## src/rtl/traffic_pkg.sv

```systemverilog
// Purpose: shared phase codes, requester indices and arbiter state for the traffic request path.
// Latency: none (types, constants and a pure helper function only).
// Backpressure: not applicable.
package traffic_pkg;

  // Phase codes presented to the light sequencer on grant_phase.
  localparam logic [1:0] PHASE_NONE    = 2'd0;
  localparam logic [1:0] PHASE_LEFT    = 2'd1;
  localparam logic [1:0] PHASE_NS_WALK = 2'd2;
  localparam logic [1:0] PHASE_EW_WALK = 2'd3;

  // Requester indices; these double as bit positions in the pending vector.
  localparam logic [1:0] REQ_LEFT    = 2'd0;
  localparam logic [1:0] REQ_NS_WALK = 2'd1;
  localparam logic [1:0] REQ_EW_WALK = 2'd2;
  localparam int         NUM_REQ     = 3;

  typedef enum logic [1:0] {
    ARB_IDLE   = 2'd0,
    ARB_OFFER  = 2'd1,
    ARB_ACTIVE = 2'd2
  } arb_state_e;

  // Requester index to the phase code the sequencer understands.
  function automatic logic [1:0] req_to_phase(input logic [1:0] idx);
    case (idx)
      REQ_LEFT:    return PHASE_LEFT;
      REQ_NS_WALK: return PHASE_NS_WALK;
      REQ_EW_WALK: return PHASE_EW_WALK;
      default:     return PHASE_NONE;
    endcase
  endfunction

  // Next requester index, wrapping 2 -> 0.
  function automatic logic [1:0] req_next(input logic [1:0] idx);
    return (idx == REQ_EW_WALK) ? REQ_LEFT : idx + 2'd1;
  endfunction

endpackage

```

## src/rtl/button_sync_edge.sv

```systemverilog
// Purpose: synchronise one asynchronous active-low pushbutton and flag its press (falling edge).
// Latency: button first sampled low at edge k -> press high for the cycle after edge k+SYNC_STAGES-1.
// Backpressure: none; a press is a single-cycle pulse and must be captured by the consumer.
module button_sync_edge #(
  parameter int SYNC_STAGES = 2
) (
  input  logic clk,
  input  logic not_reset,
  input  logic button_n,
  output logic press
);

  logic [SYNC_STAGES-1:0] sync_q;
  logic                   prev_q;

  // Synchroniser chain plus previous-value flop; everything resets to "released" so reset never looks like a press.
  always_ff @(posedge clk) begin
    if (!not_reset) begin
      sync_q <= '1;
      prev_q <= 1'b1;
    end else begin
      sync_q <= {sync_q[SYNC_STAGES-2:0], button_n};
      prev_q <= sync_q[SYNC_STAGES-1];
    end
  end

  assign press = prev_q & ~sync_q[SYNC_STAGES-1];

endmodule

```

## src/rtl/phase_request_arbiter.sv

```systemverilog
// Purpose: latch button requests and offer one optional phase per cycle boundary, round-robin.
// Latency: press -> pending in SYNC_STAGES edges; boundary -> grant 1 cycle; ack/done -> effect 1 cycle.
// Backpressure: an offer is held until phase_ack; further boundaries are ignored until phase_done.
module phase_request_arbiter
  import traffic_pkg::*;
#(
  parameter int SYNC_STAGES = 2
) (
  input  logic       clk_27,
  input  logic       not_reset,
  input  logic       not_southbound_left_request,
  input  logic       not_ns_walk_request,
  input  logic       not_ew_walk_request,
  input  logic       cycle_boundary,
  input  logic       phase_ack,
  input  logic       phase_done,
  output logic       grant_valid,
  output logic [1:0] grant_phase,
  output logic [2:0] pending,
  output logic       walk_request_waiting
);

  logic [NUM_REQ-1:0] press;
  logic [NUM_REQ-1:0] buttons_n;

  arb_state_e         state_q, state_d;
  logic [NUM_REQ-1:0] pending_q, pending_d;
  logic [1:0]         rr_ptr_q, rr_ptr_d;
  logic               grant_valid_q, grant_valid_d;
  logic [1:0]         grant_phase_q, grant_phase_d;

  logic [1:0]         sel_idx;
  logic               sel_found;
  logic [1:0]         cand;
  logic [1:0]         granted_idx;

  assign buttons_n[REQ_LEFT]    = not_southbound_left_request;
  assign buttons_n[REQ_NS_WALK] = not_ns_walk_request;
  assign buttons_n[REQ_EW_WALK] = not_ew_walk_request;

  for (genvar g = 0; g < NUM_REQ; g++) begin : g_btn
    button_sync_edge #(.SYNC_STAGES(SYNC_STAGES)) u_btn (
      .clk      (clk_27),
      .not_reset(not_reset),
      .button_n (buttons_n[g]),
      .press    (press[g])
    );
  end

  // The offered code is always a live requester, so the granted index is recoverable from it.
  assign granted_idx = grant_phase_q - 2'd1;

  // Round-robin pick: first pending requester starting at rr_ptr and wrapping.
  always_comb begin
    sel_idx   = REQ_LEFT;
    sel_found = 1'b0;
    cand      = rr_ptr_q;
    for (int k = 0; k < NUM_REQ; k++) begin
      if (!sel_found && pending_q[cand]) begin
        sel_idx   = cand;
        sel_found = 1'b1;
      end
      cand = req_next(cand);
    end
  end

  // Offer/ack/done handshake; a press landing on the ack edge re-sets the bit after the clear.
  always_comb begin
    state_d       = state_q;
    pending_d     = pending_q;
    rr_ptr_d      = rr_ptr_q;
    grant_valid_d = grant_valid_q;
    grant_phase_d = grant_phase_q;
    case (state_q)
      ARB_IDLE: begin
        if (cycle_boundary && sel_found) begin
          grant_phase_d = req_to_phase(sel_idx);
          grant_valid_d = 1'b1;
          state_d       = ARB_OFFER;
        end
      end
      ARB_OFFER: begin
        if (phase_ack) begin
          grant_valid_d          = 1'b0;
          pending_d[granted_idx] = 1'b0;
          rr_ptr_d               = req_next(granted_idx);
          state_d                = ARB_ACTIVE;
        end
      end
      ARB_ACTIVE: begin
        if (phase_done) begin
          grant_phase_d = PHASE_NONE;
          state_d       = ARB_IDLE;
        end
      end
      default: begin
        grant_valid_d = 1'b0;
        grant_phase_d = PHASE_NONE;
        state_d       = ARB_IDLE;
      end
    endcase
    pending_d = pending_d | press;
  end

  // State and output registers with synchronous reset.
  always_ff @(posedge clk_27) begin
    if (!not_reset) begin
      state_q       <= ARB_IDLE;
      pending_q     <= '0;
      rr_ptr_q      <= REQ_LEFT;
      grant_valid_q <= 1'b0;
      grant_phase_q <= PHASE_NONE;
    end else begin
      state_q       <= state_d;
      pending_q     <= pending_d;
      rr_ptr_q      <= rr_ptr_d;
      grant_valid_q <= grant_valid_d;
      grant_phase_q <= grant_phase_d;
    end
  end

  assign grant_valid          = grant_valid_q;
  assign grant_phase          = grant_phase_q;
  assign pending              = pending_q;
  assign walk_request_waiting = pending_q[REQ_NS_WALK] | pending_q[REQ_EW_WALK];

endmodule
```

## config.mk

```make
export PLATFORM = sky130hd
export DESIGN_NAME = phase_request_arbiter
export DESIGN_NICKNAME = d
export VERILOG_FILES = /design/src/rtl/traffic_pkg.sv /design/src/rtl/button_sync_edge.sv /design/src/rtl/phase_request_arbiter.sv
export SDC_FILE = /design/constraint.sdc
export NUM_CORES = 1
export LEC_CHECK = 0
export BUFFER_PORTS_ARGS = -buffer_cell sky130_fd_sc_hd__buf_2
export CAP_MARGIN = 0
export CORE_ASPECT_RATIO = 0.8
export CORE_MARGIN = 2
export CORE_UTILIZATION = 35
export CTS_CLUSTER_SIZE = 24
export DETAILED_ROUTE_END_ITERATION = 8
export GPL_TIMING_DRIVEN = 0
export RECOVER_POWER = 100
export SYNTH_ARGS = -nofsm -noshare
export SYNTH_HDL_FRONTEND = slang
export SYNTH_SLANG_ARGS = --single-unit
```

## constraint.sdc

```tcl
create_clock -name clk_27 -period 1.3 [get_ports clk_27]
set_clock_uncertainty 0.15 [all_clocks]
set_input_delay 0.195 -clock clk_27 [delete_from_list [all_inputs] [get_ports clk_27]]
set_output_delay 0.195 -clock clk_27 [all_outputs]
set_load 0.05 [all_outputs]
```

* Yosys cells after proc, flatten, opt, wreduce, memory -nomap -nowiden *
Index checks and enable logic that the tools add are counted.
W data, S select, Z words.

operators by class
  $add $sub $neg = 4
  $lt $le $gt $ge = 5
  equality and inequality tests = 10
  multiplexer cells = 29
  bitwise gates (word level) = 12
  reduce and logical (&&, ||, !) cells = 12

operators with widths
  operator               count
  $mux W2                10
  $pmux W2 S3            3
  $lt A2 B3 Y1 const B   4
  $eq A2 B2 Y1 const B   5
  $mux W1                9
  $reduce_and A3 Y1      3
  $add A2 B1 Y2 const B  3
  $bmux W1 S2            3
  $mux W3                2
  $ne A2 B2 Y1 const B   3
  $not A1 Y1             5
  $eq A2 B1 Y1 const B   2
  $logic_and A1 B1 Y1    4
  $logic_not A2 Y1       2
  $and A1 B1 Y1          3
  $and A3 B3 Y3          1
  $not A3 Y3             1
  $or A3 B3 Y3           1
  $pmux W1 S3            1
  $demux W1 S2           1
  $ge A2 B1 Y1 const B   1
  $logic_not A1 Y1       2
  $reduce_and A2 Y1      1
  $sub A2 B1 Y2 const B  1
  $or A1 B1 Y1           1

storage, ports and cells
  register bits after elaboration = 19
  input port bits = 8
  output and inout bits = 7
  logic and storage cells = 83

* Logic depth before layout (Yosys ltp) *
  word-level depth = 13
  mapped depth = 6

* Hierarchy *
From an unflattened synthesis, not the netlist that was laid out.

unflattened totals
  cells, all modules = 75
  area, all modules = 715.7 um^2

modules (own cells, without submodules)
  module                 instances  cells an instance  area each (um^2)  sequential area each (um^2)
  phase_request_arbiter  1          54                 460.4             200.2
  button_sync_edge       3          7                  85.1              60.1

* Least setup slack after synthesis *
No wires, ideal clock.

  path type = register to register
  start = register pending_q[1], in the netlist pending[1]
  end = register grant_phase_q[1], in the netlist grant_phase[1]
  arrival = 1.559 ns
  path slack = -0.468 ns
  stages on the path, launching flop included = 5
  clock period less this slack = 1.768 ns
  path through = dfxtp_1 or2_2 o21ai_0 nor4b_1 o31a_1

on the way
  cells in the longest elaborated chain, start to end = 13
  elaborated cells between the ends (all ways) = 25
  those cells by class = eq/ne (3); mux (15); reduce/logical (7)

RTL lines
  element                               RTL line                      text
  start, declared                       phase_request_arbiter.sv:27   logic [NUM_REQ-1:0] pending_q, pending_d;
  start signal, assigned                phase_request_arbiter.sv:115  pending_q <= pending_d;
  $bmux W1 S2                           phase_request_arbiter.sv:59   if (!sel_found && pending_q[cand]) begin
  $mux W1 (implied by the code)         phase_request_arbiter.sv:59
  $mux W1                               phase_request_arbiter.sv:59
  $logic_not A1 Y1                      phase_request_arbiter.sv:59
  $logic_and A1 B1 Y1                   phase_request_arbiter.sv:59
  $mux W1                               phase_request_arbiter.sv:59
  $logic_not A1 Y1                      phase_request_arbiter.sv:59
  $logic_and A1 B1 Y1                   phase_request_arbiter.sv:59
  $mux W2                               phase_request_arbiter.sv:59
  $eq A2 B2 Y1 (tied with other cells)  traffic_pkg.sv:26             case (idx)
  $pmux W2 S3                           traffic_pkg.sv:26
  $mux W2                               phase_request_arbiter.sv:76   if (cycle_boundary && sel_found) begin
  $pmux W2 S3                           phase_request_arbiter.sv:74   case (state_q)
  end signal, assigned                  phase_request_arbiter.sv:118  grant_phase_q <= grant_phase_d;
  end, declared                         phase_request_arbiter.sv:30   logic [1:0] grant_phase_q, grant_phase_d;

Parallel ways exist; a longest one is shown, timed or not. The select of a mux whose other input is x is not followed.
A chain may end at the register's enable or synchronous reset.

* Final worst setup path *
  start = register pending_q[2], in the netlist pending[2]
  end = output walk_request_waiting

on the way
  cells in the longest elaborated chain, start to end = 1

RTL lines
  element        RTL line                      text
  $or A1 B1 Y1   phase_request_arbiter.sv:125  assign walk_request_waiting = pending_q[REQ_NS_WALK] | pending_q[REQ_EW_WALK];
  end, declared  phase_request_arbiter.sv:20   output logic walk_request_waiting

Every way passes these cells.

==> flow_summary.json <==
{
  "maxCapViolations": 0,
  "rows": 14,
  "grt_use_total": 0.137,
  "antenna_found_initial": 0,
  "finalSetupViolations": 11,
  "r2r_slack_ns": -0.09,
  "drc": 0,
  "clkSinkCount": 19,
  "whs_endpoint": "g_btn[0].u_btn.sync_q[1]",
  "grt_pass1_wl_um": 2500,
  "seqCellArea_um2": 404,
  "worstSetupPathType": "reg -> out",
  "first_pass_iters": 3,
  "synth.ff_latch_count": 19,
  "clockRootBuffer": "clkbuf_4",
  "fin_crit_sh": 1.08,
  "synth.area.top_cells": "dfxtp_1, nand2b_1, nor2b_1",
  "die_w_um": 55.4,
  "crit_required_ns": 0.95,
  "first_iter_violations": 13,
  "p_leak_nw": 0.460,
  "initial_core_util": 0.380,
  "ys_warn_count": 0,
  "r2r-start": "state_q[0]",
  "synth.cell_area_um2": 739,
  "synth_cells": 79,
  "max-clock-path-buffers": 2,
  "nets": 118,
  "ant_nets": 0,
  "hold_start": "not_reset",
  "worst_setup_path_start_kind": "flop",
  "fin_ws_ns": -0.0993,
  "grt_max_degree": 11,
  "end_kind": "output pin",
  "io_buffer_count": 14,
  "final_cell_area_um2": 1090,
  "synth_seq_area_share": 0.514,
  "num_vias": 654,
  "grt_pass1_vias": 558,
  "syn2layout_area_growth_pct": 47.5,
  "rsz0062_at_grt": "true",
  "r2r.worst_path.cells": 5,
  "synth_top_cell_area_share": 0.514,
  "worstHoldPathType": "in -> reg",
  "numCtsBuffers": 3,
  "max_slew_margin": 0.746,
  "r2r-end": "grant_phase[1]",
  "critPathArrivalTime_ns": 1.05,
  "multi_input_area_um2": 383,
  "vias_per_cell": 4.92,
  "final_common_cell": "nand2b_1",
  "antennaDiodeCount": 0,
  "routed_wl_um": 1660,
  "whs_ns": 0.0147,
  "irDropWorstVdd_v": 0.000699,
  "dpl_cell_area_um2": 851,
  "power.total_mw": 1.12,
  "dp_hpwl_um": 945,
  "drive_gt1_frac": 0.450,
  "period_needed_ns": 1.40,
  "outcome": "complete, but fails checks",
  "violations": "setup timing",
  "htree_levels": 1,
  "gp_congestion": 0.706,
  "yosysTopAreaCell": "dfxtp_1",
  "post_drt_wl_per_cell_um": 12.5,
  "finalHoldViolCount": 0,
  "synth_nets": 87,
  "avgSynthCellArea_um2": 9.36,
  "globalRouteOverflowTotal": 0,
  "fillers": 171,
  "slew_viol_final": 0,
  "cp_max_fo": 3,
  "clock.fmax_mhz": 715,
  "cts_tree": "yes",
  "die_area_um2": 2500,
  "whs_path_depth": 2,
  "io_pins": 15,
  "clk_transition_reported_paths_ns": 0.10,
  "yosysUniqueCellTypes": 23,
  "design.core.area_um2": 1940,
  "tightestPinTransition_ns": 0.381,
  "pwr_density_cell_nw_per_um2": 1030,
  "final_cell_mix": "nand2b_1, dfxtp_1, buf_2, buf_4",
  "die_h_um": 45.1,
  "clkLatencyLatePin_ns": 0.29
}
==> logic make-up after synthesis <==
logic type	count (synthesis)	share of synthesized area
flops	19	0.514
compound gates	20	0.174
simple gates	33	0.272
buf+inv	7	0.0389
==> final cells by class <==
type | instances | share of cell area
buffer | 3 | 0.0183
clock buffer | 4 | 0.0241
inverter | 4 | 0.0138
multi-input combinational | 53 | 0.351
sequential | 19 | 0.370
tap | 24 | 0.0275
timing repair buffer | 26 | 0.195
==> power breakdown <==
group          switching, mW  leakage (nW)  internal [mW]  total [mW]
combinational          0.108         0.283          0.100       0.208
sequential            0.0266         0.161          0.604       0.631
clock                  0.166        0.0150          0.119       0.285
total                  0.301         0.460          0.824        1.12
==> timing repair <==
| action | 4_1_cts | 5_1_grt |
|---|---|---|
| hold buffers | 3 | 0 |
| pin swaps | 3 | 11 |
| resized for setup | 20 | 21 |
| buffers inserted | 6 | 3 |
| endpoints found under the setup margin | 12 | 15 |
| endpoints found under the hold margin | 3 | 0 |
==> Yosys cell counts <==
| master | instances |
|---|---|
| dfxtp_1 | 19 |
| nand2b_1 | 12 |
| nor2b_1 | 7 |
| o21ai_0 | 6 |
| a21oi_1 | 4 |
| inv_1 | 4 |
| a21boi_1 | 3 |
| nand2_1 | 3 |
| and2_1 | 2 |
| buf_2 | 2 |
| nand3_1 | 2 |
| nor3b_1 | 2 |
| o22ai_1 | 2 |
| o31a_1 | 2 |
| a22oi_1 | 1 |
| a41o_1 | 1 |
| and3_1 | 1 |
| and3b_1 | 1 |
| clkbuf_1 | 1 |
| nor2_1 | 1 |
| nor4b_1 | 1 |
| o32ai_1 | 1 |
| or2_2 | 1 |
==> how the worst max path moves through the flow <==
stage / from / depth (start not counted) / slack [ns] / end
finish: pending[2] / 2 / -0.1 / walk_request_waiting
global route: state_q[0] / 5 / -0.17 / grant_phase[1]
detailed placement: pending[2] / 4 / -0.20 / grant_phase[1]
floorplan: pending[2] / 4 / -0.20 / grant_phase[1]
global placement: pending[2] / 4 / -0.21 / grant_phase[1]
CTS: pending[1] / 2 / -0.11 / walk_request_waiting
==> flip-flops by register name, summed over array words and instances (netlist names) <==
register and cells:
grant_valid 1, grant_phase 2, pending 3, g_btn.u_btn.sync_q 6, state_q 2, rr_ptr_q 2
g_btn.u_btn.prev_q 3
==> metal layers <==
metal / GRT usage / vias to the layer above / routed length, µm
li1: - / 332 / -
met5: 0 / - / 0
met3: 0.0544 / 2 / 57
met1: 0.160 / 308 / 742
met4: 0.0829 / 0 / 17
met2: 0.217 / 12 / 838
==> critical path, stage by stage (launching register included) <==
cell and delay (ns):
dfxtp_4 0.37, or2_4 0.25, buf_8 0.15
==> through the flow <==
step                worst slack, ns   util  setup TNS, ns  cells
floorplan                    -0.200      -         -0.219     79
CTS                          -0.113  0.517         -0.331    130
detailed placement           -0.200  0.438         -0.408    117
global route                 -0.174  0.561          -1.26    133
global placement             -0.206  0.438         -0.346    117
finish                      -0.0993  0.561         -0.643    133
Power figures use the tool's default switching activity.
